## config.mk

```make
export PLATFORM = sky130hd
export DESIGN_NAME = pic_ctl
export DESIGN_NICKNAME = d
export VERILOG_FILES = /design/src/rtl/pic_ctl.sv
export SDC_FILE = /design/constraint.sdc
export NUM_CORES = 1
export LEC_CHECK = 0
export BUFFER_PORTS_ARGS = -buffer_cell sky130_fd_sc_hd__buf_2
export CAP_MARGIN = 40
export CORE_MARGIN = 3
export CORE_UTILIZATION = 50
export DETAILED_ROUTE_END_ITERATION = 6
export PLACE_DENSITY = 0.76
export SETUP_SLACK_MARGIN = 0.15
export SLEW_MARGIN = 25
export SYNTH_ARGS = -nofsm -noshare
export SYNTH_HDL_FRONTEND = slang
export SYNTH_SLANG_ARGS = --single-unit
```

## constraint.sdc

```tcl
create_clock -name clock -period 2.6 [get_ports clock]
set_input_delay 0.13 -clock clock [delete_from_list [all_inputs] [get_ports clock]]
set_output_delay 0.13 -clock clock [all_outputs]
set_load 0.02 [all_outputs]
```

## src/rtl/pic_ctl.sv

```systemverilog
// pic_ctl: NIRQ-line edge-triggered interrupt controller with fixed-priority nesting.
// Optional PIC_SPECIFIC_EOI_EN adds a specific-EOI command and a +7 status read.
module pic_ctl #(
    parameter int          NIRQ       = 8,
    parameter logic [15:0] BASE_PORT  = 16'h0020,
    parameter logic [7:0]  VECT_RESET = 8'h08
) (
    input  logic            clock,
    input  logic            resetn,
    input  logic            port_clk,
    input  logic [15:0]     port,
    input  logic [7:0]      port_o,
    input  logic            port_w,
    output logic [7:0]      port_i,
    input  logic [NIRQ-1:0] irq_line,
    output logic            intr,
    output logic [7:0]      irq,
    input  logic            intr_latch
);

    typedef enum logic {IDLE = 1'b0, WAIT = 1'b1} state_t;

    state_t          state_q, state_d;
    logic [NIRQ-1:0] irr_q, irr_d;
    logic [NIRQ-1:0] isr_q, isr_d;
    logic [NIRQ-1:0] imr_q, imr_d;
    logic [NIRQ-1:0] prev_q, prev_d;
    logic [7:0]      vbase_q, vbase_d;
    logic            intr_q, intr_d;
    logic [7:0]      irq_q, irq_d;
    logic [7:0]      port_i_q, port_i_d;

    logic [15:0] off;
    logic        wr_en, rd_en;
    logic [15:0] irr_w, isr_w, imr_w, req_w, imr_n;
    logic [15:0] eoi_w, dmask_w, low_isr;
    logic        cand_v, stop;
    logic [3:0]  cand_k;
`ifdef PIC_SPECIFIC_EOI_EN
    logic [3:0]  hi_idx;
`endif

    assign port_i = port_i_q;
    assign intr   = intr_q;
    assign irq    = irq_q;

    always_comb begin
        off   = port - BASE_PORT;
        rd_en = port_clk && (off[15:3] == 13'd0) && !port_w;
        wr_en = port_clk && (off[15:3] == 13'd0) && port_w;
        irr_w = 16'(irr_q);
        isr_w = 16'(isr_q);
        imr_w = 16'(imr_q);
        req_w = irr_w & ~imr_w;
        low_isr = isr_w & (~isr_w + 16'd1);

        // An in-service line blocks itself and every lower-priority line.
        cand_v = 1'b0;
        cand_k = 4'd0;
        stop   = 1'b0;
        for (int k = 0; k < 16; k++) begin
            if (!stop && !cand_v) begin
                if (isr_w[k]) begin
                    stop = 1'b1;
                end else if (req_w[k]) begin
                    cand_v = 1'b1;
                    cand_k = 4'(k);
                end
            end
        end

`ifdef PIC_SPECIFIC_EOI_EN
        hi_idx = 4'd0;
        for (int k = 0; k < 16; k++) begin
            if (isr_w[k]) hi_idx = 4'(k);
        end
`endif

        eoi_w = 16'd0;
        if (wr_en && off[2:0] == 3'd0) begin
`ifdef PIC_SPECIFIC_EOI_EN
            if (port_o[6:5] == 2'b11) begin
                eoi_w[port_o[3:0]] = 1'b1;
            end else if (port_o[6:5] == 2'b01) begin
                eoi_w = low_isr;
            end
`else
            if (port_o[5]) eoi_w = low_isr;
`endif
        end

        state_d = state_q;
        intr_d  = intr_q;
        irq_d   = irq_q;
        dmask_w = 16'd0;
        unique case (state_q)
            IDLE: begin
                if (cand_v) begin
                    dmask_w = 16'd1 << cand_k;
                    irq_d   = vbase_q + {4'd0, cand_k};
                    intr_d  = ~intr_latch;
                    state_d = WAIT;
                end
            end
            WAIT: begin
                if (intr_q == intr_latch) state_d = IDLE;
            end
        endcase

        // A fresh edge wins over the delivery clear of the same bit.
        prev_d = irq_line;
        irr_d  = (irr_q & ~dmask_w[NIRQ-1:0]) | (irq_line & ~prev_q);
        isr_d  = (isr_q & ~eoi_w[NIRQ-1:0]) | dmask_w[NIRQ-1:0];

        imr_n   = imr_w;
        vbase_d = vbase_q;
        if (wr_en) begin
            case (off[2:0])
                3'd1:    imr_n[7:0]  = port_o;
                3'd2:    imr_n[15:8] = port_o;
                3'd3:    vbase_d     = port_o;
                default: ;
            endcase
        end
        imr_d = imr_n[NIRQ-1:0];

        port_i_d = port_i_q;
        if (rd_en) begin
            case (off[2:0])
                3'd0:    port_i_d = irr_w[7:0];
                3'd1:    port_i_d = imr_w[7:0];
                3'd2:    port_i_d = imr_w[15:8];
                3'd3:    port_i_d = vbase_q;
                3'd4:    port_i_d = isr_w[7:0];
                3'd5:    port_i_d = isr_w[15:8];
                3'd6:    port_i_d = irr_w[15:8];
`ifdef PIC_SPECIFIC_EOI_EN
                default: port_i_d = {state_q, 3'd0, hi_idx};
`else
                default: port_i_d = 8'd0;
`endif
            endcase
        end
    end

    always_ff @(posedge clock) begin
        if (!resetn) begin
            state_q  <= IDLE;
            irr_q    <= '0;
            isr_q    <= '0;
            imr_q    <= '0;
            prev_q   <= '0;
            vbase_q  <= VECT_RESET;
            intr_q   <= 1'b0;
            irq_q    <= 8'd0;
            port_i_q <= 8'd0;
        end else begin
            state_q  <= state_d;
            irr_q    <= irr_d;
            isr_q    <= isr_d;
            imr_q    <= imr_d;
            prev_q   <= prev_d;
            vbase_q  <= vbase_d;
            intr_q   <= intr_d;
            irq_q    <= irq_d;
            port_i_q <= port_i_d;
        end
    end

endmodule

```

== After elaboration in Yosys (flattened, before gate mapping) ==
Cells that the tools add are included.
Word-level totals
  register bits after elaboration: 58
  bits in latches: 0
  memory bits (writable): 0
  memory bits (read-only): 0
  input bits: 37
  output and inout bits: 17
  logic and storage cells: 178
  memories kept: 0
Operators by class
  $add $sub $neg: 3
  $mul: 0
  div/mod/pow operators: 0
  magnitude comparators: 0
  equality and inequality tests: 4
  shift operators: 1
  mux-type cells: 99
  bitwise operators: 14
  reductions and logical operators: 48
Operators by type and width (number)
  two-way mux 4 bit: 34
  two-way mux 1 bit: 59
  bitwise AND 8 bit: 4
  two-way mux 8 bit: 4
  NOT 8 bit: 4
  case mux 8 bit (4 select lines): 1
  zero test 1 bit: 24
  logical AND 1 bit: 19
  bitwise AND 8 x 16 -> 16 bit: 1
  NOT 8 -> 16 bit: 1
  OR 8 bit: 2
  subtractor 16 x 6 -> 16 bit (second input constant): 1
  zero test 13 bit: 1
  adder 8 x 1 -> 8 bit (second input constant): 1
  adder 8 x 4 -> 8 bit: 1
  left shift 1 x 4 -> 8 bit (first input constant): 1
  AND reduction 2 bit: 3
  equality test 3 x 1 -> 1 bit (second input constant): 1
  equality test 3 x 2 -> 1 bit (second input constant): 1
  equality test 3 bit (second input constant): 1
  zero test 3 bit: 1
  NOT 1 bit: 2
  case mux 1 bit (2 select lines): 1
  equality test 1 bit: 1

== Longest topological paths before layout ==
  word-level depth: 55
  depth in mapped cells: 11
  depth with buffers taken out: 10

== Worst setup path before layout ==
Ideal clock, no wire load.
  path kind: register -> register
  from: register irr_q[5]
  to: register irq_q[5] (netlist: irq[5])
  setup time: 0.074 ns
  data arrival time: 2.334 ns
  required time: 2.526 ns
  path slack: 0.192 ns
  cell stages (with the launch flop): 9
  buffers on the path: 0
  clock period less this slack: 2.408 ns
  cells stage by stage: dfxtp_1 -> or3b_2 -> a21o_1 -> a211oi_1 -> ha_1 -> o2111ai_1 -> nand3_1 -> a31o_1 -> a31oi_1
On the way
  cells in the longest elaborated chain, start to end: 35
  elaborated cells between the ends (all ways): 78
  classes of those cells: 1 x add/sub; 53 x mux; 1 x bitwise; 23 x reduce/logical
Ends and longest elaborated chain
  start, declared: line 24  | logic [NIRQ-1:0] irr_q, irr_d;
  start signal, assigned: line 159  | irr_q <= irr_d;
  bitwise AND 8 x 16 -> 16 bit (*): line 54  | req_w = irr_w & ~imr_w;
  two-way mux 1 bit: line 65  | end else if (req_w[k]) begin
  two-way mux 1 bit: line 63  | if (isr_w[k]) begin
  two-way mux 1 bit: line 62  | if (!stop && !cand_v) begin
  two-way mux 1 bit or zero test 1 bit (tied branches): line 65, 62
  two-way mux 1 bit or logical AND 1 bit (tied branches): line 63, 62
  two-way mux 1 bit: line 62
  two-way mux 1 bit or zero test 1 bit (tied branches): line 65, 62
  (+19 left out)
  two-way mux 1 bit: line 62
  zero test 1 bit: line 62
  logical AND 1 bit: line 62
  two-way mux 1 bit: line 62
  zero test 1 bit: line 62
  logical AND 1 bit: line 62
  two-way mux 4 bit or two-way mux 1 bit (tied branches): line 62
  adder 8 x 4 -> 8 bit or AND reduction 2 bit (tied branches)
  end signal, assigned: line 165  | irq_q <= irq_d;
  end, declared: line 30  | logic [7:0] irq_q, irq_d;
Every way passes the cells marked *; elsewhere a longest branch is shown, timed or not.
A chain may end at the register's enable or synchronous reset.

== Final worst setup path ==
  from: register imr_q[5]
  to: register irq_q[5] (netlist: irq[5])
On the way
  cells in the longest elaborated chain, start to end: 36
  elaborated cells between the ends (all ways): 79
  classes of those cells: 1 x add/sub; 53 x mux; 2 x bitwise; 23 x reduce/logical
Ends and longest elaborated chain
  start, declared: line 26  | logic [NIRQ-1:0] imr_q, imr_d;
  start signal, assigned: line 161  | imr_q <= imr_d;
  NOT 8 -> 16 bit (*): line 54
  bitwise AND 8 x 16 -> 16 bit (*): line 54
  two-way mux 1 bit: line 65
  two-way mux 1 bit: line 63
  two-way mux 1 bit: line 62
  two-way mux 1 bit or zero test 1 bit (tied branches): line 65, 62
  two-way mux 1 bit or logical AND 1 bit (tied branches): line 63, 62
  two-way mux 1 bit: line 62
  (+20 left out)
  two-way mux 1 bit: line 62
  zero test 1 bit: line 62
  logical AND 1 bit: line 62
  two-way mux 1 bit: line 62
  zero test 1 bit: line 62
  logical AND 1 bit: line 62
  two-way mux 4 bit or two-way mux 1 bit (tied branches): line 62
  adder 8 x 4 -> 8 bit or AND reduction 2 bit (tied branches)
Marks and branches as above.

==> run summary <==
first-pass GRT wire length = 11210 um
Core ar. = 0.005608 mm2
most frequent cells in the layout = dfxtp_1, buf_2, nor2b_1
Int Pwr = 0.001955 W
delay-heaviest family, CP = compound AO/OA/AOI/OAI gates
Port Buffers = 53
number of diodes = 0
Net count, final = 434
clk buf depth = 2
initial antenna violation count = 0
Mapped Area = 0.002950 mm2
Critical Path Source Type = register
clock network fraction of total power = 0.317
Tightest Hold Check Type = input port to register
Place WS = 99.89 ps
switching portion of total power = 0.3417
critical path type = register to register
cell taking the most area after synthesis = dfxtp_1
GP Congestion = 0.9310
slew margin rel. = 0.5880
#FFs+latches synth = 58
Post-synth EDFFs = 0
CP peak stage delay = 480 ps
GRT Util Overall = 0.2007
filler-free cell count of the finished design = 472
logic gate share of total power = 0.309
dpl cells = 445
vias in the first global route = 2402
die height = 82.82 um
Site Rows = 27
ranking of synthesized cells by area = dfxtp_1, mux2i_1, nor2b_1, a21oi_1, o21ai_0
Mapped Cells = 330
setup violators final = 0
Die W = 82.82 um
required time of the critical path = 2880 ps
clock latency on the worst-skew pair = 350 ps
Final period util = 0.9011
Synth Flop Type = dfxtp_1
Clock Root Buffer = clkbuf_8
Pins Over Slew Limit = 0
hpwl dp = 5018 um
Syn Nets = 369
CTS tree = built
layout cells sized above 1 = 0.2600
GRT overflow = 0
CP Cell Sequence = or3b_2 -> a21o_1 -> a211oi_2 -> ha_1 -> o2111ai_1 -> nand3_2 -> a31o_1 -> a31oi_1
Reg power frac = 0.374
drt via density = 5.515
status = finished, final reports clean
Yosys cell types = 55
Worst Setup End Kind = register
RSZ-0062 raised after global routing = false
final WL = 7001 um
most common cell after layout, fill and taps aside = dfxtp_1
part of the Yosys area used for sequential elements = 0.3936
slew at the pin closest to its max-slew limit = 617.3 ps
clock buffer count from CTS = 9
Clock Skews = 10.66 ps
asr flop ratio synth = 0
crit path max fanout = 5
CTS sink cnt = 58
max-cap violation count = 0
Die ar. = 0.006858 mm2
final worst slack = 257.1 ps
Leak = 1.482 nW
TritonRoute pass-1 iters = 4
Buf+Inv Stages, Crit Path = 0
post-synth top area share = 0.3936
# H-tree levels = 3
Post-route DRC = 0
critical path arrival = 2620 ps
Starting Density = 0.5261
Setup TNS = 0 ps
WL per Instance = 14.83 um
PD cells = 808.6 mW/mm2
Final min period = 2343 ps
DRT iter0 DRCs = 144
Via Count = 2603
Peak VDD IR = 0.0004277 V
Syn. warnings = 0
# IOs = 54
P_sw = 0.001015 W
Reg clk slew, reported paths = 70 ps
highest-delay cell along the critical path = or3b_2
area grow syn2layout = 24.51%
Max Clock Freq = 426.8 MHz
Synth Area per Inst = 8.940 um2
post-route antenna net violation count = 0
Final Hold Fails = 0
pin count of the biggest net entering global routing = 64
-- worst register-to-register path, delay by kind of cell, from the launching register on --
| family | cells | cell delay (ps) |
|---|---|---|
| compound gates | 5 | 980 |
| fa+ha+maj | 1 | 320 |
| flops | 1 | 340 |
| simple gates | 2 | 620 |
-- power by group through the flow --
stage	Combinational, W	Clock [W]	Sequential (W)
2_1_floorplan	0.000565	0	0.00117
4_1_cts	0.000890	0.000962	0.00111
5_1_grt	0.00100	0.000993	0.00113
3_5_place_dp	0.000864	0	0.00113
3_3_place_gp	0.000853	0	0.00112
6_report	0.000916	0.000942	0.00111
-- cell families after synthesis --
logic type / Yosys count / share of synthesized area
multiplexers: 30 / 0.1018
AND/OR/NAND/NOR: 131 / 0.2617
buffers and inverters: 21 / 0.02841
flip-flops: 58 / 0.3936
XOR/XNOR: 7 / 0.02078
adder cells (fa/ha/maj): 2 / 0.008480
AO/OA/AOI/OAI: 81 / 0.1853
-- through the flow --
step | util | instance area (um2) | hold WS, ps | power, W
6_report | 0.6551 | 3674 | 10.36 | 0.002970
3_3_place_gp | 0.5852 | 3282 | 342.8 | 0.001971
2_1_floorplan | - | 2950 | 251.7 | 0.001735
4_1_cts | 0.6423 | 3602 | 8.104 | 0.002961
3_5_place_dp | 0.5852 | 3282 | 347.7 | 0.001991
5_1_grt | 0.6551 | 3674 | 20.32 | 0.003123
-- sequential cells by signal, summed over array words and instances (netlist names) --
register / flops
port_i: 8
imr_q: 8
irr_q: 8
irq: 8
isr_q: 8
prev_q: 8
vbase_q: 8
intr: 1
state_q: 1
-- timing repair --
action	in CTS	in global routing
endpoints found under the hold margin	8	0
pin swaps	1	5
endpoints found under the setup margin	1	6
resized for setup	1	11
buffers inserted	1	1
hold buffers	8	0
-- routing by layer --
| metal | part of all wire | GRT usage | vias up |
|---|---|---|---|
| met5 | 0 | 0 | - |
| met4 | 0.027 | 0.1025 | 0 |
| met3 | 0.050 | 0.04365 | 20 |
| met2 | 0.47 | 0.3192 | 58 |
| met1 | 0.45 | 0.2554 | 1213 |
| li1 | - | - | 1312 |
-- synth_stat cells, types with 4 or more instances --
cell / number
a22oi_1: 8
o2111ai_1: 5
o21ai_0: 14
mux2i_1: 30
nor2_1: 16
or2_2: 4
nor2b_1: 42
a21oi_1: 21
a21boi_0: 5
clkbuf_1: 10
nand2b_1: 8
xnor2_1: 6
a211oi_1: 4
nand3_1: 8
dfxtp_1: 58
inv_1: 6
nand2_1: 18
and2_1: 9
-- area by class of cell --
class,count,area (um2)
sequential,58,1167
clock buffer,10,137.6
tap,72,90.09
timing repair buffer,69,425.4
inverter,6,22.52
multi-input combinational,251,1740
fill,484,1934
clock inverter,6,90.09
-- worst paths after layout --
path                          from                       to  cells past startpoint  slack (ps)
max          imr_q[5]$_SDFFE_PN0P_      irq[5]$_SDFFE_PN0P_                      8         260
min                      port_o[3]  vbase_q[3]$_SDFFE_PN1P_                      3          10
max reg2reg  imr_q[5]$_SDFFE_PN0P_      irq[5]$_SDFFE_PN0P_                      8         260
min reg2reg    irr_q[5]$_SDFF_PN0_      irr_q[5]$_SDFF_PN0_                      1         520
(Power assumes the default switching activity.)
